## src/rtl/pcpu_pkg.sv

```systemverilog
`default_nettype none
// ============================================================================
//  Module      : pcpu_pkg
//  Description : Shared types and constants for the pipelined-CPU front end.
//                Holds the fetch FSM state encoding, the fetch-queue entry
//                layout and the default reset PC.
//  Revision    : 1.0  initial release
// ============================================================================
package pcpu_pkg;

    // Fetch controller states. At most one memory request is in flight;
    // DROP waits out a request whose response must be thrown away.
    typedef enum logic [1:0] {
        ST_IDLE = 2'd0,
        ST_WAIT = 2'd1,
        ST_DROP = 2'd2
    } fetch_state_t;

    // One fetched instruction with its PC and fall-through PC.
    typedef struct packed {
        logic [31:0] inst;
        logic [31:0] pc;
        logic [31:0] pc_p4;
    } fetch_entry_t;

    localparam logic [31:0] c_reset_pc = 32'h0000_0000;

endpackage
`default_nettype wire

```

## src/rtl/fetch_fifo.sv

```systemverilog
`default_nettype none
// ============================================================================
//  Module      : fetch_fifo
//  Description : Register-based fetch queue. Head entry is read straight from
//                the storage flops, so it is a registered value. Flush empties
//                the queue and rewinds both pointers; it beats push and pop.
//  Revision    : 1.0  initial release
//
//  Parameters  : DEPTH    entries, power of two (2..16)
//                ENTRY_T  entry type
//  Ports       : clk, rst      clock, synchronous active-high reset
//                push/push_data  write an entry (ignored when full, unless
//                                a pop happens in the same cycle)
//                pop             drop head entry (ignored when empty)
//                flush           empty the queue
//                count           number of stored entries
//                head            oldest entry
// ============================================================================
module fetch_fifo
    import pcpu_pkg::*;
#(
    parameter int  DEPTH   = 4,
    parameter type ENTRY_T = fetch_entry_t
) (
    input  logic                       clk,
    input  logic                       rst,
    input  logic                       push,
    input  ENTRY_T                     push_data,
    input  logic                       pop,
    input  logic                       flush,
    output logic [$clog2(DEPTH+1)-1:0] count,
    output ENTRY_T                     head
);

    localparam int               PTR_W  = $clog2(DEPTH);
    localparam int               CNT_W  = $clog2(DEPTH + 1);
    localparam logic [CNT_W-1:0] c_full = CNT_W'(DEPTH);

    ENTRY_T             r_mem [DEPTH];
    logic [PTR_W-1:0]   r_rd_ptr;
    logic [PTR_W-1:0]   r_wr_ptr;
    logic [CNT_W-1:0]   r_count;
    logic               w_pop_ok;
    logic               w_push_ok;

    assign w_pop_ok  = pop && (r_count != '0);
    // A full queue can still take a push when the head leaves in the same cycle.
    assign w_push_ok = push && ((r_count != c_full) || w_pop_ok);

    always_ff @(posedge clk) begin
        if (rst) begin
            r_rd_ptr <= '0;
            r_wr_ptr <= '0;
            r_count  <= '0;
            for (int i = 0; i < DEPTH; i++) begin
                r_mem[i] <= '0;
            end
        end else if (flush) begin
            r_rd_ptr <= '0;
            r_wr_ptr <= '0;
            r_count  <= '0;
        end else begin
            // Pointers are exactly log2(DEPTH) wide, so they wrap naturally.
            if (w_push_ok) begin
                r_mem[r_wr_ptr] <= push_data;
                r_wr_ptr        <= r_wr_ptr + 1'b1;
            end
            if (w_pop_ok) begin
                r_rd_ptr <= r_rd_ptr + 1'b1;
            end
            case ({w_push_ok, w_pop_ok})
                2'b10:   r_count <= r_count + 1'b1;
                2'b01:   r_count <= r_count - 1'b1;
                default: r_count <= r_count;
            endcase
        end
    end

    assign count = r_count;
    assign head  = r_mem[r_rd_ptr];

endmodule
`default_nettype wire

```

## src/rtl/fetch_unit.sv

```systemverilog
`default_nettype none
// ============================================================================
//  Module      : fetch_unit
//  Description : Instruction fetch stage. Keeps the fetch PC, issues one
//                instruction-memory request at a time and buffers responses
//                in a fetch queue for the decode stage. A redirect flushes the
//                queue, reloads the PC and discards any response in flight.
//  Revision    : 1.0  initial release
//
//  Build macro : FETCH_PERF_EN adds saturating counters perf_fetch (accepted
//                pushes) and perf_flush (redirects).
//
//  Ports       : clk, rst            clock, synchronous active-high reset
//                redirect            one-cycle taken branch/jump from ID
//                redirect_target     new PC when redirect=1
//                id_ready            ID consumes the head entry this cycle
//                if_valid            head entry valid
//                if_inst/if_pc/if_pc_p4  head instruction, its PC, PC+4
//                mem_cs/mem_addr     instruction-memory request, word address
//                mem_ack/mem_rdata   instruction-memory response
//                perf_fetch/perf_flush  (FETCH_PERF_EN only)
// ============================================================================
module fetch_unit
    import pcpu_pkg::*;
#(
    parameter int          FQ_DEPTH = 4,
    parameter int          ADDR_W   = 10,
    parameter logic [31:0] RESET_PC = c_reset_pc
) (
    input  logic              clk,
    input  logic              rst,
    input  logic              redirect,
    input  logic [31:0]       redirect_target,
    input  logic              id_ready,
    output logic              if_valid,
    output logic [31:0]       if_inst,
    output logic [31:0]       if_pc,
    output logic [31:0]       if_pc_p4,
    output logic              mem_cs,
    output logic [ADDR_W-1:0] mem_addr,
    input  logic              mem_ack,
    input  logic [31:0]       mem_rdata
`ifdef FETCH_PERF_EN
    ,
    output logic [31:0]       perf_fetch,
    output logic [31:0]       perf_flush
`endif
);

    localparam int               CNT_W   = $clog2(FQ_DEPTH + 1);
    localparam logic [CNT_W-1:0] c_depth = CNT_W'(FQ_DEPTH);

    fetch_state_t     r_state;
    fetch_state_t     w_state_nxt;
    logic [31:0]      r_pc;
    logic [31:0]      w_pc_p4;
    logic [CNT_W-1:0] w_count;
    fetch_entry_t     w_head;
    fetch_entry_t     w_push_entry;
    logic             w_push;
    logic             w_pop;

    // ---------------------------------------------------------------- FSM
    always_ff @(posedge clk) begin
        if (rst) begin
            r_state <= ST_IDLE;
        end else begin
            r_state <= w_state_nxt;
        end
    end

    always_comb begin
        w_state_nxt = r_state;
        case (r_state)
            // Holding off during a redirect guarantees the first request for
            // the new PC goes out no earlier than the cycle after the pulse.
            ST_IDLE: if (!redirect && (w_count < c_depth)) w_state_nxt = ST_WAIT;
            // A response coinciding with a redirect is simply discarded.
            ST_WAIT: begin
                if (mem_ack) begin
                    w_state_nxt = ST_IDLE;
                end else if (redirect) begin
                    w_state_nxt = ST_DROP;
                end
            end
            ST_DROP: if (mem_ack) w_state_nxt = ST_IDLE;
            default: w_state_nxt = ST_IDLE;
        endcase
    end

    always_comb begin
        mem_cs = 1'b0;
        w_push = 1'b0;
        w_pop  = 1'b0;
        // Request is visible only in WAIT; DROP has no live request to show.
        mem_cs = (r_state == ST_WAIT);
        // Redirect outranks both queue operations.
        w_push = (r_state == ST_WAIT) && mem_ack && !redirect;
        w_pop  = if_valid && id_ready && !redirect;
    end

    // ---------------------------------------------------------------- PC
    assign w_pc_p4 = r_pc + 32'd4;

    always_ff @(posedge clk) begin
        if (rst) begin
            r_pc <= RESET_PC;
        end else if (redirect) begin
            r_pc <= redirect_target;
        end else if (w_push) begin
            r_pc <= w_pc_p4;
        end
    end

    assign mem_addr = r_pc[2 +: ADDR_W];

    // ---------------------------------------------------------------- queue
    assign w_push_entry = '{inst: mem_rdata, pc: r_pc, pc_p4: w_pc_p4};

    fetch_fifo #(
        .DEPTH   (FQ_DEPTH),
        .ENTRY_T (fetch_entry_t)
    ) u_fifo (
        .clk       (clk),
        .rst       (rst),
        .push      (w_push),
        .push_data (w_push_entry),
        .pop       (w_pop),
        .flush     (redirect),
        .count     (w_count),
        .head      (w_head)
    );

    assign if_valid = (w_count != '0);
    assign if_inst  = w_head.inst;
    assign if_pc    = w_head.pc;
    assign if_pc_p4 = w_head.pc_p4;

`ifdef FETCH_PERF_EN
    // ---------------------------------------------------------------- perf
    // Requests are only issued with room in the queue, so every w_push lands.
    logic [31:0] r_perf_fetch;
    logic [31:0] r_perf_flush;

    always_ff @(posedge clk) begin
        if (rst) begin
            r_perf_fetch <= '0;
            r_perf_flush <= '0;
        end else begin
            if (w_push && (r_perf_fetch != 32'hFFFF_FFFF)) begin
                r_perf_fetch <= r_perf_fetch + 32'd1;
            end
            if (redirect && (r_perf_flush != 32'hFFFF_FFFF)) begin
                r_perf_flush <= r_perf_flush + 32'd1;
            end
        end
    end

    assign perf_fetch = r_perf_fetch;
    assign perf_flush = r_perf_flush;
`endif

endmodule
`default_nettype wire

```

## config.mk

```make
export PLATFORM = sky130hd
export DESIGN_NAME = fetch_unit
export DESIGN_NICKNAME = d
export VERILOG_FILES = /design/src/rtl/pcpu_pkg.sv /design/src/rtl/fetch_fifo.sv /design/src/rtl/fetch_unit.sv
export SDC_FILE = /design/constraint.sdc
export NUM_CORES = 1
export LEC_CHECK = 0
export ABC_CLOCK_PERIOD_IN_PS = 5400
export BUFFER_PORTS_ARGS = -buffer_cell sky130_fd_sc_hd__buf_2
export CAP_MARGIN = 20
export CORE_ASPECT_RATIO = 0.7
export CORE_MARGIN = 5
export CORE_UTILIZATION = 60
export CTS_CLUSTER_SIZE = 30
export DETAILED_ROUTE_END_ITERATION = 16
export GPL_TIMING_DRIVEN = 0
export PLACE_DENSITY = 0.81
export SKIP_LAST_GASP = 1
export SLEW_MARGIN = 10
export SYNTH_ARGS = -nofsm -noshare
export SYNTH_HDL_FRONTEND = slang
export SYNTH_SLANG_ARGS = --single-unit
```

## constraint.sdc

```tcl
create_clock -name clk -period 5.4 [get_ports clk]
set_clock_uncertainty 0.2 [all_clocks]
set_input_delay 0.54 -clock clk [delete_from_list [all_inputs] [get_ports clk]]
set_output_delay 0.54 -clock clk [all_outputs]
set_load 0.05 [all_outputs]
```

## Yosys cells after proc, flatten, opt, wreduce, memory -nomap -nowiden

Memory sizes are Yosys's and may differ from the RTL's. A register that Yosys moved wholly into a read port is not among the register bits.
Cells that the tools add are included.
W data, S select, Z words.

- Flip-flop bits (word level): 41
- Bits in writable memories: 384
- Output and inout port bits: 108
- Logic and storage cells: 55
- Memories kept: 1

- Add/subtract/negate cells: 5
- Order comparisons: 1
- Equality and inequality tests: 8
- Mux-type cells: 19
- Reductions and logical operators: 16

Memories:

| memory | depth | bits a word | read ports | clocked after memory_dff | wr ports | line | text |
|---|---|---|---|---|---|---|---|
| u_fifo.r_mem | 4 | 96 | 1 | 1 | 4 | fetch_fifo.sv:39 | `ENTRY_T r_mem [DEPTH];` |

Operators by type and width:

| kind | count |
|---|---|
| $mux W96 | 1 |
| $reduce_or A96 Y1 | 1 |
| $mux W32 | 2 |
| $add A32 B3 Y32 const B | 1 |
| $mux W2 | 7 |
| $logic_and A1 B1 Y1 | 7 |
| $mux W1 | 7 |
| $pmux W2 S3 | 1 |
| $pmux W3 S2 | 1 |
| $add A2 B1 Y2 const B | 2 |
| $eq A2 B1 Y1 const B | 2 |
| $eq A2 B2 Y1 const B | 2 |
| $ne A2 B2 Y1 const B | 2 |
| $reduce_bool A2 Y1 | 2 |
| $add A3 B1 Y3 const B | 1 |
| $lt A3 B3 Y1 const B | 1 |
| $ne A3 B2 Y1 const B | 1 |
| $ne A3 B3 Y1 const B | 1 |
| $reduce_and A3 Y1 | 1 |
| $reduce_bool A3 Y1 | 1 |
| $sub A3 B1 Y3 const B | 1 |
| $logic_not A2 Y1 | 1 |
| $reduce_or A2 Y1 | 1 |
| $logic_not A1 Y1 | 1 |
| $logic_or A1 B1 Y1 | 1 |

## Logic depth before layout (Yosys ltp)

Gate-level depths: netlist (run 1).

- Word-level depth: 12
- Mapped depth: 9
- Depth with buffers taken out: 7

## Modules after synthesis

A second synthesis (run 1) with hierarchy kept.

- Cell total of the unflattened synthesis: 1,319
- Area, all modules: 19,454.9 um2

Modules (own cells, without submodules):

| module | instances | cells an instance | area an instance (um2) | sequential area each (um2) |
|---|---|---|---|---|
| fetch_fifo | 1 | 985 | 16,926.2 | 11,711.2 |
| fetch_unit | 1 | 334 | 2,528.7 | 680.7 |

## Worst setup path before layout (run 1)

OpenSTA, ideal clock, no wires.

- Path kind: input to register
- From: input rst
- To: memory u_fifo.r_mem[2][10] in the netlist's numbering, enable pin
- Library setup time: 0.469 ns
- Arrival: 3.820 ns
- Path slack: 0.911 ns
- Stages on the path: 5
- Path through: clkbuf_1 > or3b_2 > or4_1 > clkbuf_1 > nand2b_1

RTL lines:

| item | line | text |
|---|---|---|
| from (decl) | fetch_unit.sv:31 | `input logic rst,` |
| to (decl) | fetch_fifo.sv:39 |  |

==> results of run 1 <==
==> logic make-up after synthesis <==
| family | count (synthesis) |
|---|---|
| mux | 105 |
| xor+xnor | 26 |
| fa+ha+maj | 2 |
| flops | 419 |
| compound gates | 123 |
| buf+inv | 141 |
| simple gates | 515 |
==> registers in the layout, indices dropped and copies added (netlist names), named ones only <==
signal,count
u_fifo.r_mem,376
r_pc,32
u_fifo.count,3
r_state,2
u_fifo.r_rd_ptr,2
u_fifo.r_wr_ptr,2
==> area by class of cell <==
cell class,instances,area [um2]
Buffer,126,552
Clock buffer,50,1100
Antenna cell,1,2.50
Multi-Input combinational cell,771,6300
Tap cell,420,526
Sequential cell,419,12200
Clock inverter,21,190
Inverter,15,56.3
Timing Repair Buffer,181,1010
Fill cell,2185,9320
==> layout by cell type, fill, tap and decap left out, drive strengths merged, types with 4 or more instances in the layout <==
cell type	n
nand2b	7
o31ai	11
mux2	4
xor2	14
clkinv	14
or3	15
nor3	11
o21ai	17
a211oi	7
a311oi	13
nand4	17
or4	15
nor2	111
a21oi	52
nor4	14
dfxtp	43
buf	229
mux2i	7
and4	9
clkbuf	128
nand4b	4
xnor2	12
inv	17
nand3	14
mux4	94
and2	251
nor2b	4
nand2	29
a2111oi	5
edfxtp	376
==> per-layer routing <==
layer | up-vias | wire (um) | part of all wire, %
li1 | 5430 | - | -
met1 | 6229 | 19500 | 40
met2 | 674 | 22800 | 47
met3 | 83 | 5570 | 11
met4 | 0 | 1140 | 2.3
met5 | - | 0 | 0
==> how the worst min path moves through the flow <==
stage / slack, ps / endpoint / depth (start not counted) / start
floorplan: 240 / r_state[0] / 1 / r_state[1]
global placement: 270 / r_state[0] / 1 / r_state[1]
detailed placement: 290 / r_state[0] / 1 / r_state[1]
CTS: 9 / r_state[1] / 2 / mem_ack
global route: 30 / r_state[1] / 2 / mem_ack
finish: 30 / r_state[1] / 2 / mem_ack
==> worst max-delay path, cell delays in order, from the launching register on <==
cell      delay [ps]
dfxtp_1          310
clkbuf_1         260
buf_1            850
buf_2            540
mux4_2           630
buf_2            240
==> per-stage QoR <==
| step | hold slack (ps) | setup slack (ps) |
|---|---|---|
| final | 27.8 | 1270 |
| after global routing | 32.1 | 1170 |
| after CTS | 9.49 | 1270 |
| after detailed placement | 288 | 1670 |
| after global placement | 266 | -1010 |
| after floorplan | 243 | 911 |
==> power by group <==
group | switching, W | internal, W | total, W
clock network | 0.00120 | 0.00160 | 0.00280
logic | 0.000398 | 0.000148 | 0.000546
registers | 0.0000489 | 0.00365 | 0.00370
total | 0.00165 | 0.00540 | 0.00704
==> impl_metrics.py, run 1 <==
metrics = {
    "sta": {
        "timing.slew.headroom_pct": 27.2,
        "finalSetupViolCount": 0,
        "final_hold_viol_count": 0,
        "max_freq_mhz": 242,
        "finalMaxSlewViolations": 0,
        "tightest_slew_ps": 1090,
        "finalCritPeriodShare_pct": 76.5,
        "rsz0062_at_grt": "false",
        "fin_tns_setup_ps": 0,
        "period_minus_slack_ps": 4130,
    },
    "routing": {
        "avgViaCountPerCell": 6.20,
        "drtAntennaViolNets": 0,
        "routed_wl_um": 49100,
        "drc": 0,
        "wl_per_cell_um": 24.5,
        "first_iter_violations": 1485,
        "dr_total_vias": 12400,
        "first_pass_iters": 6,
    },
    "die": {
        "die_area_um2": 35400,
        "pin_count": 177,
        "rows": 54,
        "chipHeight_um": 159,
        "dieWidth_um": 223,
        "initial_core_util_pct": 60.9,
        "coreArea_um2": 31200,
    },
    "synthesis": {
        "synthFlopType": "edfxtp_1",
        "synth_top_cell_area_share_pct": 59.4,
        "synth_edf_count": 376,
        "synth_top_cell_by_area": "edfxtp_1",
        "yosys_warnings": 0,
        "netlist_area_um2": 19000,
        "yosys.area_share.simple_pct": 15.6,
        "syn_inst": 1331,
        "synthDistinctLibCells": 59,
        "yosys-top-cells-area": "edfxtp_1, mux4_2, and2_1",
        "synth_compound_area_share_pct": 4.22,
        "synth_fa_ha_area_share_pct": 0.171,
        "synthArstFlopShare_pct": 0,
        "synth_seq_area_share_pct": 63.9,
        "synth_seq_cells": 419,
        "synthMuxAreaShare_pct": 11.7,
        "mappedNetlistNets": 1402,
        "synth_most_common_cell": "edfxtp_1",
        "synth_top_family_by_area": "simple AND/OR/NAND/NOR gates",
        "avgSynthCellArea_um2": 14.3,
        "netlist_top_cells_count": "edfxtp_1, and2_1, nor2_1",
        "synthXorXnorAreaFrac_pct": 1.20,
    },
    "cts": {
        "cts_setup_buffers": 0,
        "cts_sinks": 419,
        "cts_resized": 0,
        "ctsHtreeMaxLevel": 2,
        "cts_hold_buffers": 0,
        "cts-root-buf": "clkbuf_16",
        "clkLatencyLatePin_ps": 560,
        "cts-buffers-inserted": 41,
        "cts_tree": "done",
        "path_clk_slew_ps": 60,
        "cts.path.max_buffers": 3,
    },
    "global_route": {
        "grt_use_met2_pct": 42.8,
        "met1_usage_pct": 40.7,
        "grt_pass1_wl_um": 75100,
        "first_global_vias": 12600,
        "grt-ovfl-total": 0,
        "busiest_layer": "met2",
        "grt_usage_pct": 27.7,
        "antenna_found_initial": 1,
        "grt_max_degree": 53,
        "met3_usage_pct": 6.62,
    },
    "setup_path": {
        "path_max_fanout": 10,
        "cp.arrival_ps": 3390,
        "rrSetupSlack_ps": 1870,
        "cp-start-kind": "flop",
        "critPathKind": "reg2out",
        "r2r_start": "r_state[0]",
        "end_kind": "output port",
        "crit_end": "if_pc[19]",
        "rr_endpoint": "u_fifo.r_mem[3][88]",
        "required_ps": 4660,
        "rr_worst_depth": 6,
    },
    "cells_and_area": {
        "drive_gt1_share_pct": 24.6,
        "utilization_pct": 70.1,
        "area_growth_pct": 15.1,
        "nets": 1626,
        "fin_cells": 2004,
        "fin_area_um2": 21900,
    },
    "pwr": {
        "peakVddDrop_v": 0.000299,
        "p_leak_nw": 7.85,
        "powerDensity_nw_per_um2": 322,
        "finalPower_w": 0.00704,
    },
    "run": {
        "drv_cap": 0,
    },
    "placed_design": {
        "dp.cells": 1932,
        "place_area_um2": 20600,
        "dp_hpwl_um": 33200,
        "place_congestion": 1.00,
        "portBuffers": 175,
    },
    "worst_hold_path": {
        "hold_path_class": "in2reg",
    },
    "run_status": {
        "outcome": "complete, no violations",
    },
}
Power figures use the tool's default switching activity.
==> run 2: changes to the inputs <==
--- a/config.mk
+++ b/config.mk
@@ -5,7 +5,7 @@
 export SDC_FILE = /design/constraint.sdc
 export NUM_CORES = 1
 export LEC_CHECK = 0
-export ABC_CLOCK_PERIOD_IN_PS = 5400
+export ABC_CLOCK_PERIOD_IN_PS = 3900
 export BUFFER_PORTS_ARGS = -buffer_cell sky130_fd_sc_hd__buf_2
 export CAP_MARGIN = 20
 export CORE_ASPECT_RATIO = 0.7
==> constraint.sdc (replaced) <==
create_clock -name clk -period 3.9 [get_ports clk]
set_clock_uncertainty 0.2 [all_clocks]
set_input_delay 0.39 -clock clk [delete_from_list [all_inputs] [get_ports clk]]
set_output_delay 0.39 -clock clk [all_outputs]
set_load 0.05 [all_outputs]
==> run 2 against run 1 <==
  * Via count up 2.0%
  * Largest power group unchanged
  * Sequential share of layout area decreased by 1.6 points
  * Sequential power increased by 38%
==> impl_metrics.py, run 2 (synthesized netlist as in run 1, its figures left out) <==
metrics = {
    "worst_hold_path": {
        "hold_path_class": "in2reg",
    },
    "global_route": {
        "grt-ovfl-total": 0,
        "grt_max_degree": 57,
        "grt_use_met2_pct": 43.9,
        "antenna_found_initial": 1,
        "met3_usage_pct": 6.60,
        "met1_usage_pct": 40.5,
        "grt_pass1_wl_um": 76000,
        "busiest_layer": "met2",
        "grt_usage_pct": 27.9,
        "first_global_vias": 12900,
    },
    "cells_and_area": {
        "largest-register": "u_fifo.r_mem",
        "drive_gt1_share_pct": 23.5,
        "area_growth_pct": 18.5,
        "fill_cells": 2031,
        "largest_reg_flops": 376,
        "final_common_cell": "edfxtp_1",
        "utilization_pct": 72.2,
        "layout_common_cells": "edfxtp_1, and2_1, buf_2",
        "nets": 1689,
    },
    "cts": {
        "cts_setup_buffers": 0,
        "cts-root-buf": "clkbuf_16",
        "cts-buffers-inserted": 40,
        "cts_tree": "done",
        "ctsHtreeMaxLevel": 2,
        "cts_sinks": 419,
        "path_clk_slew_ps": 60,
        "cts.path.max_buffers": 3,
        "clkLatencyLatePin_ps": 560,
    },
    "sta": {
        "finalCritPeriodShare_pct": 97.4,
        "fin_tns_setup_ps": 0,
        "timing.slew.headroom_pct": 33.1,
        "tightest_slew_ps": 1000,
        "finalMaxSlewViolations": 0,
        "final_hold_viol_count": 0,
        "rsz0062_at_grt": "false",
        "finalSetupViolCount": 0,
        "period_minus_slack_ps": 3800,
        "max_freq_mhz": 263,
    },
    "die": {
        "coreArea_um2": 31200,
        "chipHeight_um": 159,
        "initial_core_util_pct": 60.9,
        "rows": 54,
        "die_area_um2": 35400,
        "pin_count": 177,
        "dieWidth_um": 223,
    },
    "setup_path": {
        "cp.arrival_ps": 3210,
        "critPathKind": "reg2out",
        "path_max_fanout": 10,
        "cp-start-kind": "flop",
        "end_kind": "output port",
        "required_ps": 3310,
    },
    "routing": {
        "avgViaCountPerCell": 6.12,
        "first_iter_violations": 1585,
        "drc": 0,
        "drtAntennaViolNets": 0,
        "dr_total_vias": 12700,
        "wl_per_cell_um": 24.0,
        "routed_wl_um": 49700,
        "first_pass_iters": 6,
    },
    "placed_design": {
        "dp_hpwl_um": 33100,
        "place_congestion": 1.00,
        "portBuffers": 175,
    },
    "pwr": {
        "powerDensity_nw_per_um2": 431,
        "peakVddDrop_v": 0.000350,
        "p_leak_nw": 8.11,
    },
    "run_status": {
        "outcome": "complete, no violations",
    },
    "run": {
        "drv_cap": 0,
    },
}
[run 2: repair_timing]
item | 4_1_cts | 5_1_grt
gates resized for setup | 2 | 0
hold endpoints to repair | 158 | 0
setup endpoints to repair | 2 | 0
hold buffers | 62 | 0
[run 2: area by class of cell]
cell class / instances / area (um2) / share of cell area [%]
Antenna cell: 2 / 5.00 / 0.0222
Buffer: 126 / 559 / 2.48
Clock buffer: 56 / 1120 / 4.98
Clock inverter: 16 / 134 / 0.594
Inverter: 15 / 56.3 / 0.250
Multi-Input combinational cell: 771 / 6300 / 28.0
Sequential cell: 419 / 12200 / 53.9
Tap cell: 420 / 526 / 2.33
Timing Repair Buffer: 245 / 1670 / 7.42
[run 2: path summary, 6_finish.rpt]
path,from,to,slack (ps),cells past startpoint
worst max-delay path,flop,if_pc[19],100,4
worst min register to register,r_state[1],r_state[0],300,1
worst max register to register,r_state[0],u_fifo.r_mem[3][86],420,6
worst min-delay path,redirect_target[30],r_pc[30],30,4
[run 2: worst max-delay path, cell delays in order, from the launching register on]
cell      delay, ps
dfxtp_1         470
buf_1           780
clkbuf_1        690
mux4_2          470
buf_2           250
[run 2: report_power, final]
group | switching [W] | internal (W)
clock network | 0.00164 | 0.00214
logic | 0.000564 | 0.000248
registers | 0.0000653 | 0.00505
[run 2: through the flow]
stage	total power (W)	setup WS (ps)	hold slack [ps]	instances	instance area [um2]
6_report	0.00971	102	34.2	2070	22500
3_3_place_gp	0.00594	-1780	271	1926	20400
3_5_place_dp	0.00596	392	289	1933	20600
4_1_cts	0.00974	129	20.8	2067	22500
5_1_grt	0.0100	100	48.7	2068	22500
2_1_floorplan	0.00568	180	243	1331	19000
[run 2: routing by layer]
metal / wire, um / share of wire [%] / vias up
met5: 0 / 0 / -
met4: 1080 / 2.2 / 0
met3: 5700 / 11 / 83
met2: 23600 / 47 / 728
met1: 19400 / 39 / 6304
li1: - / - / 5550
==> run 3: changes to the inputs <==
--- a/config.mk
+++ b/config.mk
@@ -14,6 +14,8 @@
 export CTS_CLUSTER_SIZE = 30
 export DETAILED_ROUTE_END_ITERATION = 16
 export GPL_TIMING_DRIVEN = 0
+export HOLD_SLACK_MARGIN = 0.05
+export MAX_ROUTING_LAYER = met4
 export PLACE_DENSITY = 0.81
 export SKIP_LAST_GASP = 1
 export SLEW_MARGIN = 10
==> run 3 against run 2 <==
  * Sequential cell count is the same
  * Setup slack lost 44 ps
  * Hold slack gained 60 ps
  * Die area is the same
  * Clock power is essentially flat
  * Fmax shrank 1.2%
  * Global-route usage grew 1.5 points
  * Cell area is essentially flat
  * Sequential power is essentially flat
  * Combinational power is essentially flat
==> impl_metrics.py, run 3 (synthesized netlist as in run 1, its figures left out) <==
metrics = {
    "cts": {
        "ctsHtreeMaxLevel": 2,
        "path_clk_slew_ps": 70,
        "cts_tree": "done",
        "clkLatencyLatePin_ps": 550,
        "cts-root-buf": "clkbuf_16",
        "cts_setup_buffers": 0,
        "cts_sinks": 419,
        "cts-buffers-inserted": 40,
        "cts.path.max_buffers": 3,
    },
    "placed_design": {
        "pre_cts_slack_ps": 471,
        "portBuffers": 175,
        "dp_hpwl_um": 34000,
        "dp.cells": 1933,
        "place_area_um2": 20600,
        "place_congestion": 0.995,
    },
    "sta": {
        "setup_slack_ps": 57.4,
        "fin_tns_setup_ps": 0,
        "finalCritPeriodShare_pct": 98.5,
        "max_freq_mhz": 260,
        "finalMaxSlewViolations": 0,
        "finalSetupViolCount": 0,
        "timing.slew.headroom_pct": 31.8,
        "rsz0062_at_grt": "false",
        "tightest_slew_ps": 1020,
        "final_hold_viol_count": 0,
        "period_minus_slack_ps": 3840,
    },
    "routing": {
        "wl_per_cell_um": 24.5,
        "first_pass_iters": 5,
        "first_iter_violations": 1836,
        "drc": 0,
        "routed_wl_um": 50700,
        "avgViaCountPerCell": 6.15,
        "drtAntennaViolNets": 0,
        "dr_total_vias": 12700,
    },
    "global_route": {
        "grt_pass1_wl_um": 77200,
        "grt-ovfl-total": 0,
        "antenna_found_initial": 1,
        "first_global_vias": 13100,
        "grt_max_degree": 56,
        "grt_usage_pct": 29.4,
    },
    "cells_and_area": {
        "largest-register": "u_fifo.r_mem",
        "area_growth_pct": 18.4,
        "final_common_cell": "edfxtp_1",
        "largest_reg_flops": 376,
        "fin_area_um2": 22500,
        "drive_gt1_share_pct": 23.3,
        "multi_input_area_um2": 6300,
        "nets": 1690,
        "regArea_um2": 12200,
        "fill_cells": 2073,
        "layout_common_cells": "edfxtp_1, and2_1, buf_2",
        "fin_cells": 2070,
    },
    "setup_path": {
        "cp.arrival_ps": 3250,
        "path_max_fanout": 10,
        "cp-start-kind": "flop",
        "rrSetupSlack_ps": 480,
        "end_kind": "output port",
        "critPathKind": "reg2out",
        "r2r_start": "r_state[0]",
        "rr_worst_depth": 6,
        "required_ps": 3310,
        "rr_endpoint": "u_fifo.r_mem[3][5]",
    },
    "pwr": {
        "intPower_w": 0.00745,
        "p_switching_w": 0.00227,
        "p_sw_share_pct": 23.3,
        "pwr-share-seq_pct": 52.7,
        "clockPowerShare_pct": 39.0,
        "p_leak_nw": 8.10,
        "finalPower_w": 0.00972,
        "peakVddDrop_v": 0.000300,
        "powerDensity_nw_per_um2": 432,
        "combPwrFrac_pct": 8.4,
    },
    "die": {
        "initial_core_util_pct": 60.9,
        "coreArea_um2": 31200,
        "dieWidth_um": 223,
        "rows": 54,
        "pin_count": 177,
        "die_area_um2": 35400,
        "chipHeight_um": 159,
    },
    "run": {
        "drv_cap": 0,
    },
    "run_status": {
        "outcome": "complete, no violations",
    },
    "worst_hold_path": {
        "worstHoldPathCells": 4,
        "min_to": "r_pc[28]",
        "hold_start": "redirect_target[28]",
        "hold_path_class": "in2reg",
    },
}
-- run 3: cell types whose count changed in the layout (fill, tap and decap cells not counted), moves of 2 or more --
cell	change
clkbuf_4	-2
buf_16	-2
clkinv_1	+2
buf_12	+2
-- run 3: cell type report --
type	instances	area share, %
sequential	419	54.0
multi-input combinational	771	28.0
timing repair buffer	246	7.40
clock buffer	54	4.82
buffer	126	2.51
tap	420	2.33
clock inverter	18	0.695
inverter	15	0.250
antenna	1	0.0111
-- run 3: critical path, stage by stage, from the launching register on --
cell and delay, ps:
dfxtp_1 480, clkdlybuf4s15_1 820, clkbuf_1 690, mux4_2 470, buf_2 240
-- run 3: worst max path at each step --
stage	slack [ps]	startpoint	cells past startpoint	end
CTS	90	flop	4	if_pc[21]
finish	60	flop	4	if_pc[21]
global placement	-1780	rst	4	u_fifo.r_mem[0][90]
floorplan	180	rst	4	u_fifo.r_mem[0][10]
global route	3	flop	4	if_pc[19]
detailed placement	470	mem_ack	7	u_fifo.r_mem[3][90]
-- run 3: metal layers --
metal	vias up	global-route usage, %	share of wire [%]
li1	5553	-	-
met1	6304	41.1	39
met2	750	43.7	46
met3	122	7.61	11
met4	0	8.41	3.1
met5	-	-	0
-- run 3: per-stage QoR --
step / util (%) / hold WS (ps)
final: 72.1 / 94.2
after global routing: 72.1 / 121
after CTS: 72.0 / 63.0
after detailed placement: 66.0 / 282
after global placement: 65.4 / 264
after floorplan: - / 243
-- run 3: timing repair --
action | CTS | global route
resized for setup | 2 | 1
setup endpoints to repair | 9 | 2
hold buffers | 63 | 0
cloned | 0 | 0
hold endpoints to repair | 160 | 0
-- run 3: power by group through the flow --
stage / clock [W] / combinational [W] / sequential [W]
after CTS: 0.00380 / 0.000804 / 0.00512
after global placement: 0 / 0.000723 / 0.00522
after global routing: 0.00402 / 0.000852 / 0.00513
final: 0.00379 / 0.000813 / 0.00512
after floorplan: 0 / 0.000491 / 0.00519
after detailed placement: 0 / 0.000753 / 0.00521
